==> src/rtl/riscv_ldst_tag_check_pkg.sv <==
// Shared constants and types for the load/store DIFT tag-check unit.
package riscv_ldst_tag_check_pkg;

   // TCR bit indices that enable the individual load/store checks
   localparam int unsigned LOADSTORE_CHECK_S  = 0;
   localparam int unsigned LOADSTORE_CHECK_SA = 1;
   localparam int unsigned LOADSTORE_CHECK_D  = 2;

   // Bit positions inside the 3-bit cause vector {D, SA, S}
   localparam int unsigned TCHK_CAUSE_S  = 0;
   localparam int unsigned TCHK_CAUSE_SA = 1;
   localparam int unsigned TCHK_CAUSE_D  = 2;
   localparam int unsigned TCHK_CAUSE_W  = 3;

   localparam int unsigned TCHK_PC_W = 32;

   typedef struct packed {
      logic [TCHK_PC_W-1:0]    pc;
      logic [TCHK_CAUSE_W-1:0] cause;
      logic                    is_store;
   } tag_viol_entry_t;

   typedef enum logic {
      TCHK_IDLE = 1'b0,
      TCHK_TRAP = 1'b1
   } tchk_state_e;

endpackage

==> src/rtl/riscv_tag_viol_fifo.sv <==
// Violation log FIFO; a push into a full FIFO only succeeds alongside a pop.
module riscv_tag_viol_fifo
   import riscv_ldst_tag_check_pkg::*;
#(
   parameter int unsigned DEPTH = 4
) (
   input  logic            clk,
   input  logic            rst_n,
   input  logic            push_i,
   input  logic            pop_i,
   input  tag_viol_entry_t data_i,
   output tag_viol_entry_t data_o,
   output logic            empty_o,
   output logic            full_o
);

   localparam int unsigned AW = (DEPTH > 1) ? $clog2(DEPTH) : 1;
   localparam int unsigned CW = AW + 1;

   tag_viol_entry_t r_mem [DEPTH];
   logic [AW-1:0]   r_wr_ptr;
   logic [AW-1:0]   r_rd_ptr;
   logic [CW-1:0]   r_count;

   logic w_empty;
   logic w_full;
   logic w_pop;
   logic w_push;

   assign w_empty = (r_count == '0);
   assign w_full  = (r_count == CW'(DEPTH));
   assign w_pop   = pop_i & ~w_empty;
   assign w_push  = push_i & (~w_full | w_pop);

   // Entry storage; no reset needed, the head is masked while empty
   always_ff @(posedge clk) begin
      if (w_push) begin
         r_mem[r_wr_ptr] <= data_i;
      end
   end

   // Pointers wrap naturally because DEPTH is a power of two
   always_ff @(posedge clk or negedge rst_n) begin
      if (!rst_n) begin
         r_wr_ptr <= '0;
         r_rd_ptr <= '0;
         r_count  <= '0;
      end else begin
         if (w_push) r_wr_ptr <= r_wr_ptr + AW'(1);
         if (w_pop)  r_rd_ptr <= r_rd_ptr + AW'(1);
         case ({w_push, w_pop})
            2'b10:   r_count <= r_count + CW'(1);
            2'b01:   r_count <= r_count - CW'(1);
            default: r_count <= r_count;
         endcase
      end
   end

   assign data_o  = w_empty ? '0 : r_mem[r_rd_ptr];
   assign empty_o = w_empty;
   assign full_o  = w_full;

endmodule

==> src/rtl/riscv_ldst_tag_check.sv <==
// DIFT tag check for committed loads/stores: trap FSM, violation log and counter.
module riscv_ldst_tag_check
   import riscv_ldst_tag_check_pkg::*;
#(
   parameter int unsigned TAG_WIDTH = 1,
   parameter int unsigned LOG_DEPTH = 4,
   parameter int unsigned CNT_WIDTH = 16
) (
   input  logic                    clk,
   input  logic                    rst_n,
   input  logic                    valid_i,
   input  logic                    is_store_i,
   input  logic [TAG_WIDTH-1:0]    src_tag_i,
   input  logic [TAG_WIDTH-1:0]    addr_tag_i,
   input  logic [TAG_WIDTH-1:0]    dest_tag_i,
   input  logic [TCHK_PC_W-1:0]    pc_i,
   input  logic [31:0]             tcr_i,
   input  logic [TAG_WIDTH-1:0]    tag_mask_i,
   input  logic                    log_only_i,
   input  logic                    exc_ack_i,
   input  logic                    cnt_clr_i,
   input  logic                    log_pop_i,
   output logic                    stall_o,
   output logic                    exc_req_o,
   output logic [TCHK_CAUSE_W-1:0] exc_cause_o,
   output logic                    log_valid_o,
   output logic [TCHK_PC_W-1:0]    log_pc_o,
   output logic [TCHK_CAUSE_W-1:0] log_cause_o,
   output logic                    log_is_store_o,
   output logic                    log_full_o,
   output logic                    log_overflow_o,
   output logic [CNT_WIDTH-1:0]    viol_cnt_o
);

   tchk_state_e               r_state;
   logic                      r_exc_req;
   logic [TCHK_CAUSE_W-1:0]   r_exc_cause;
   logic [CNT_WIDTH-1:0]      r_cnt;
   logic                      r_ovf;

   logic                      w_stall;
   logic                      w_accept;
   logic [TCHK_CAUSE_W-1:0]   w_cause;
   logic                      w_viol;
   logic                      w_log_empty;
   logic                      w_log_full;
   logic                      w_drop;
   tag_viol_entry_t           w_push_entry;
   tag_viol_entry_t           w_head;
   logic                      w_unused_tcr;

   // Only the three check-enable bits of the TCR matter here
   assign w_unused_tcr = ^tcr_i;

   assign w_stall  = (r_state == TCHK_TRAP);
   assign w_accept = valid_i & ~w_stall;

   // Per-operand hit: check enabled and any masked tag bit set
   always_comb begin
      w_cause                = '0;
      w_cause[TCHK_CAUSE_S]  = tcr_i[LOADSTORE_CHECK_S]  & (|(src_tag_i  & tag_mask_i));
      w_cause[TCHK_CAUSE_SA] = tcr_i[LOADSTORE_CHECK_SA] & (|(addr_tag_i & tag_mask_i));
      w_cause[TCHK_CAUSE_D]  = tcr_i[LOADSTORE_CHECK_D]  & (|(dest_tag_i & tag_mask_i));
   end

   assign w_viol = w_accept & (|w_cause);
   // A violation is lost only when the log is full and nothing leaves it this cycle
   assign w_drop = w_viol & w_log_full & ~log_pop_i;

   assign w_push_entry = '{pc: pc_i, cause: w_cause, is_store: is_store_i};

   riscv_tag_viol_fifo #(
      .DEPTH (LOG_DEPTH)
   ) u_log (
      .clk     (clk),
      .rst_n   (rst_n),
      .push_i  (w_viol),
      .pop_i   (log_pop_i),
      .data_i  (w_push_entry),
      .data_o  (w_head),
      .empty_o (w_log_empty),
      .full_o  (w_log_full)
   );

   // Trap FSM: enter on a trapping violation, leave only on controller ack
   always_ff @(posedge clk or negedge rst_n) begin
      if (!rst_n) begin
         r_state     <= TCHK_IDLE;
         r_exc_req   <= 1'b0;
         r_exc_cause <= '0;
      end else begin
         case (r_state)
            TCHK_IDLE: begin
               if (w_viol && !log_only_i) begin
                  r_state     <= TCHK_TRAP;
                  r_exc_req   <= 1'b1;
                  r_exc_cause <= w_cause;
               end
            end
            TCHK_TRAP: begin
               if (exc_ack_i) begin
                  r_state   <= TCHK_IDLE;
                  r_exc_req <= 1'b0;
               end
            end
            default: begin
               r_state   <= TCHK_IDLE;
               r_exc_req <= 1'b0;
            end
         endcase
      end
   end

   // Saturating violation counter and sticky overflow; clear has priority
   always_ff @(posedge clk or negedge rst_n) begin
      if (!rst_n) begin
         r_cnt <= '0;
         r_ovf <= 1'b0;
      end else if (cnt_clr_i) begin
         r_cnt <= '0;
         r_ovf <= 1'b0;
      end else begin
         if (w_viol && (r_cnt != '1)) r_cnt <= r_cnt + CNT_WIDTH'(1);
         if (w_drop)                  r_ovf <= 1'b1;
      end
   end

   assign stall_o        = w_stall;
   assign exc_req_o      = r_exc_req;
   assign exc_cause_o    = r_exc_cause;
   assign log_valid_o    = ~w_log_empty;
   assign log_full_o     = w_log_full;
   assign log_pc_o       = w_head.pc;
   assign log_cause_o    = w_head.cause;
   assign log_is_store_o = w_head.is_store;
   assign log_overflow_o = r_ovf;
   assign viol_cnt_o     = r_cnt;

endmodule

==> config.mk <==
export PLATFORM = sky130hd
export DESIGN_NAME = riscv_ldst_tag_check
export DESIGN_NICKNAME = d
export VERILOG_FILES = /design/src/rtl/riscv_ldst_tag_check_pkg.sv /design/src/rtl/riscv_tag_viol_fifo.sv /design/src/rtl/riscv_ldst_tag_check.sv
export SDC_FILE = /design/constraint.sdc
export NUM_CORES = 1
export LEC_CHECK = 0
export ABC_CLOCK_PERIOD_IN_PS = 5050
export CAP_MARGIN = 20
export CORE_ASPECT_RATIO = 0.7
export CORE_MARGIN = 4
export CORE_UTILIZATION = 35
export CTS_CLUSTER_DIAMETER = 30
export DETAILED_ROUTE_END_ITERATION = 12
export DONT_BUFFER_PORTS = 1
export PLACE_DENSITY = 0.54
export SLEW_MARGIN = 20
export SYNTH_ARGS = -nofsm -noshare
export SYNTH_HDL_FRONTEND = slang
export SYNTH_HIERARCHICAL = 1
export SYNTH_SLANG_ARGS = --single-unit
==> constraint.sdc <==
create_clock -name clk -period 5.05 [get_ports clk]
set_input_delay 1.01 -clock clk [delete_from_list [all_inputs] [get_ports clk]]
set_output_delay 1.01 -clock clk [all_outputs]
set_load 0.02 [all_outputs]
## After elaboration in Yosys (flattened, before gate mapping)

Memory sizes are Yosys's and may differ from the RTL's.
Index checks and enable logic that the tools add are counted.

- Reduce and logical (&&, ||, !) cells: 10
- Add/subtract/negate cells: 5
- Equal/unequal tests: 6
- Bitwise gates (word level): 17
- Muxes and demuxes: 14

Operator list:

| operator | count |
|---|---|
| 2-to-1 mux 36 bit | 1 |
| 2-to-1 mux 16 bit | 2 |
| adder 16 x 1 -> 16 bit (second input constant) | 1 |
| != test 16 bit (second input constant) | 1 |
| bitwise AND 1 bit | 12 |
| 2-to-1 mux 1 bit | 8 |
| one-hot mux 3 bit (2 select lines) | 1 |
| nonzero test 2 bit | 3 |
| adder 2 x 1 -> 2 bit (second input constant) | 2 |
| inverter 1 bit | 4 |
| one-hot mux 1 bit (2 select lines) | 2 |
| AND reduction 2 bit | 2 |
| adder 3 x 1 -> 3 bit (second input constant) | 1 |
| equality test 3 bit (second input constant) | 1 |
| zero test 3 bit | 1 |
| OR reduction 3 bit | 1 |
| subtractor 3 x 1 -> 3 bit (second input constant) | 1 |
| equality test 2 x 1 -> 1 bit (second input constant) | 1 |
| equality test 2 bit (second input constant) | 1 |
| logical AND 1 bit | 2 |
| != test 2 x 1 -> 1 bit (second input constant) | 1 |
| != test 2 bit (second input constant) | 1 |
| zero test 1 bit | 1 |
| OR 1 bit | 1 |

- Input port bits: 76
- Output and inout port bits: 60
- Memories kept: 1
- Bits in writable memories: 144
- Word-level logic and storage cells: 61
- Register bits: 29

Memory list:

| memory | depth | bits a word | rd ports | clocked after Yosys merged registers in | wr ports | RTL line | source |
|---|---|---|---|---|---|---|---|
| u_log.r_mem | 4 | 36 | 1 | 0 | 1 | riscv_tag_viol_fifo.sv:20 | `tag_viol_entry_t r_mem [DEPTH];` |

## Logic depth before layout (Yosys ltp)

- Depth after elaboration: 8
- Mapped depth: 10
- Mapped depth without buffers: 8

## By module

The synthesis kept the hierarchy.

Modules (own cells, without submodules):

| module | cells each | area each (sq um) | times used |
|---|---|---|---|
| riscv_tag_viol_fifo | 281 | 5,950.7 | 1 |
| riscv_ldst_tag_check | 124 | 1,270.0 | 1 |

## Worst setup path before layout

OpenSTA, ideal clock, no wires.

- Path type: input -> register
- Start: in tcr_i[1]
- End: mem u_log/r_mem[0][0] in the netlist's numbering, enable pin
- Setup slack: 1.687 ns
- Library setup time: 0.397 ns
- Data required time: 4.653 ns
- Stages on the path: 7
- Data arrival time: 2.967 ns
- Cells stage by stage: a222oi_1 > or2_4 > buf_6 > inv_1 > clkbuf_1 > o21a_4 > and2_1

- Word-level cells in the longest chain between the ends: 6

Ends and longest elaborated chain:

| element | RTL line | source |
|---|---|---|
| from (decl) | riscv_ldst_tag_check.sv:17 | `input logic [31:0] tcr_i,` |
| bitwise AND 1 bit | riscv_ldst_tag_check.sv:62 | `w_cause[TCHK_CAUSE_SA] = tcr_i[LOADSTORE_CHECK_SA] & (\|(addr_tag_i & tag_mask_i));` |
| OR reduction 3 bit | riscv_ldst_tag_check.sv:66 | `assign w_viol = w_accept & (\|w_cause);` |
| bitwise AND 1 bit | riscv_ldst_tag_check.sv:66 |  |
| via w_viol | riscv_ldst_tag_check.sv:44 | `logic w_viol;` |
| bitwise AND 1 bit | riscv_tag_viol_fifo.sv:33 | `assign w_push = push_i & (~w_full \| w_pop);` |
| 2-to-1 mux 1 bit | riscv_tag_viol_fifo.sv:37 | `if (w_push) begin` |
| 2-to-1 mux 1 bit (implied by the code) | riscv_tag_viol_fifo.sv:38 | `r_mem[r_wr_ptr] <= data_i;` |
| to (decl) | riscv_tag_viol_fifo.sv:20 |  |

The timed path passes the listed nets, and every way through them passes these cells.

## Final worst setup path

- Start: reg u_log.r_rd_ptr[0]
- End: out log_pc_o[3]

- Word-level cells in the longest chain between the ends: 2

Ends and longest elaborated chain:

| element | RTL line | source |
|---|---|---|
| from (decl) | riscv_tag_viol_fifo.sv:22 | `logic [AW-1:0] r_rd_ptr;` |
| from (signal assigned) | riscv_tag_viol_fifo.sv:50 | `if (w_pop) r_rd_ptr <= r_rd_ptr + AW'(1);` |
| memory (4 x 36 bit) | -- |  |
| 2-to-1 mux 36 bit | riscv_tag_viol_fifo.sv:59 | `assign data_o = w_empty ? '0 : r_mem[r_rd_ptr];` |
| to (decl) | riscv_ldst_tag_check.sv:27 | `output logic [TCHK_PC_W-1:0] log_pc_o,` |

No other way between the ends.

==> metrics <==
CP Data Required Time ~4.0 ns; Synth Warn # 6; part of the cycle the worst path needs 0.700; CTS clk-pin slew, worst paths 0.06 ns; minimum clock period 3.53 ns; #FFs+latches synth 173; setup tns final 0 ns; Port Buffers 0; # H-tree levels 4; WP data arrival between 2 and 3 ns; die width around 180 um; most frequent cell after synthesis edfxtp_1; CP max FO 25; peak supply drop roughly 0.24 mV; Slew HR 0.308; DR DRC count 0; initial antenna violation count 0; Critical Path End Type primary output; via count about 3600; Post-synth EDFFs ~140; Place WS between 1.5 and 2 ns; worst-path cell chain buf_4, mux4_2, and2_1; router iterations before antenna repair 5; Max Buffers Root-to-Sink 2; Final Max Slew Viols 0; status finished, final reports clean; Cell variety after synth 54; Syn Inst Count 405; slowest stage cell on the critical path dfrtp_2; post-DR vias/cell about 5.2; share of layout cells above drive strength 1 0.215; crit path kind reg2out; Die Area between 20000 and 25000 um^2; final hold vios 0; CTS Hold Bufs 0; Static Leak 0.00265 uW; setup slack after layout between 1.5 and 2 ns; largest net degree at the start of global routing 40; r2r setup slk approximately 2.2 ns; max-capacitance violation count 0; CTS Buf Count 17; Die Ht about 130 um; final hold slack 0.282 ns; Post-Syn Area between 7000 and 8000 um^2; fin nets around 490; Core ar. 20000 um^2; RSZ-0062 raised after global routing false; n_diodes 0; Cell Pwr Density about 520 nW/um^2; Yosys top cell area share 0.599; Slew @ Worst Pin just over 1 ns; Boundary Pins 136; GRT Total Usage 0.125; Final setup viols 0; most common library cells after synthesis edfxtp_1, and2_1, mux4_2; HPWL after DPL between 8000 and 9000 um; FMAX 283 MHz; Post-Route WL ~14000 um; crit start category register; register area share after synthesis 0.699; first-pass GRT wire length between 20000 and 25000 um; detailed-route wire length per cell around 21 um; Post-synth ARST share 0.168; fillcell total about 1800; Iter 0 DRT Violations approximately 180; Buf/Inv on CP 1; Worst-Skew Late Latency ~0.42 ns; dominant cells by area after synthesis edfxtp_1, mux4_2, dfrtp_1; crit-path leading delay family flip-flops; CTS tree done; Synth Flop Type edfxtp_1; leading area contributor after synthesis edfxtp_1; gr ovfl total 0; synthesis-to-layout area growth 11.0%; FP Rows between 40 and 50; postcts setup bufs 0; CP max stage delay ~1 ns; syn nets between 400 and 500; Clock Skew 0.00908 ns; post-synthesis area per instance 17.8 um^2; gp weighted congestion around 0.75; number of global-route vias before repair 3770; hold crit path type in2async; PostCTS Resize Cnt 0; Root Buffer clkbuf_16; Initial Utilization 0.361; CTS Sinks approximately 170; Final ANT Viol Nets 0
[logic make-up (layout without fill, tap and decap cells)]
family / Yosys count / in the layout / synth area share
flip-flops: 173 / 173 / 0.699
XOR/XNOR: 5 / 5 / 0.00606
AND/OR/NAND/NOR: 102 / 102 / 0.0885
adder cells (fa/ha/maj): 6 / 6 / 0.0114
multiplexers: 45 / 45 / 0.127
AO/OA/AOI/OAI: 40 / 40 / 0.0385
buffers and inverters: 34 / 48 / 0.0289
[worst paths after layout]
| check | end | depth (start not counted) | from |
|---|---|---|---|
| worst max-delay path | log_pc_o[3] | 3 | u_log/r_rd_ptr[0]$_DFFE_PN0N_ |
| worst min-delay path | viol_cnt_o[7]$_DFFE_PN0P_ | 0 | rst_n |
| worst max register to register | u_log/r_mem[3][9]$_DFFE_PP_ | 6 | stall_o$_DFF_PN0_ |
| worst min register to register | u_log/r_count[0]$_DFFE_PN0P_ | 1 | u_log/r_count[0]$_DFFE_PN0P_ |
| max in group asynchronous | u_log/r_rd_ptr[1]$_DFFE_PN0N_ | 0 | rst_n |
| min in group clk | u_log/r_count[0]$_DFFE_PN0P_ | 1 | u_log/r_count[0]$_DFFE_PN0P_ |
[worst reg2reg max path, cell delays in order, from the launching register on]
cell and delay, ns:
dfrtp_1 0.47, nand3b_1 0.20, or2_4 0.35, inv_1 0.34, o21a_4 0.24, and2_2 0.54
buf_4 0.40
[final cells by class]
| cell class | count | area (um^2) | share of cell area |
|---|---|---|---|
| multi-input cells | 198 | 1970 | 0.246 |
| clock inverters | 13 | 140 | 0.0175 |
| inverters | 12 | 45.0 | 0.00562 |
| well taps | 270 | 338 | 0.0422 |
| flip-flops and latches | 173 | 5050 | 0.631 |
| repair buffers | 5 | 37.5 | 0.00469 |
| clock buffers | 18 | 429 | 0.0536 |
[through the flow]
step	utilization	instance area (um^2)	std cells	power (uW)
floorplan	-	7220	405	2760
global placement	0.372	7440	658	2960
detailed placement	0.372	7440	658	2990
CTS	0.400	8010	689	4260
global route	0.400	8010	689	4390
finish	0.400	8010	689	4170
[report_power, final]
group / internal [uW] / switching (uW) / leakage (uW)
Combinational: 460 / 621 / 0.000693
Sequential: 1650 / 190 / 0.00169
Clock: 728 / 520 / 0.000273
[metal layers]
layer,wire length (um),vias to the layer above,GRT usage
met3,984,13,0.0474
met4,130,0,0.0425
met2,6810,101,0.195
li1,-,1607,-
met5,0,-,0
met1,6240,1883,0.164
[cell usage in the layout, fill, tap and decap left out, types with 3 or more instances in the layout]
cell       netlist  routed
dfrtp_1         29      27
nand3_1          6       6
and3_1           3       3
nor2b_1          3       3
nand2_1          8       8
a21oi_1         12      12
edfxtp_1       144     144
buf_4            3       5
or4_1           10      10
ha_1             5       5
inv_1           12      12
nor4_1           3       3
mux2_2           3       3
o31ai_1          9       9
mux4_2          36      36
inv_6            0       4
nor2_1           9       9
nand3b_1         3       3
nand4_1          3       3
xnor2_1          4       4
mux2_1           3       3
and2_1          41      37
clkbuf_16        0      17
[state kept, by name, summed over array words and instances, names as in the netlist]
register	flops
u_log/r_count	3
log_overflow_o	1
u_log/r_mem	144
u_log/r_wr_ptr	2
viol_cnt_o	16
exc_req_o	1
stall_o	1
exc_cause_o	3
u_log/r_rd_ptr	2
No activity file was read; power rests on OpenSTA's default activity.
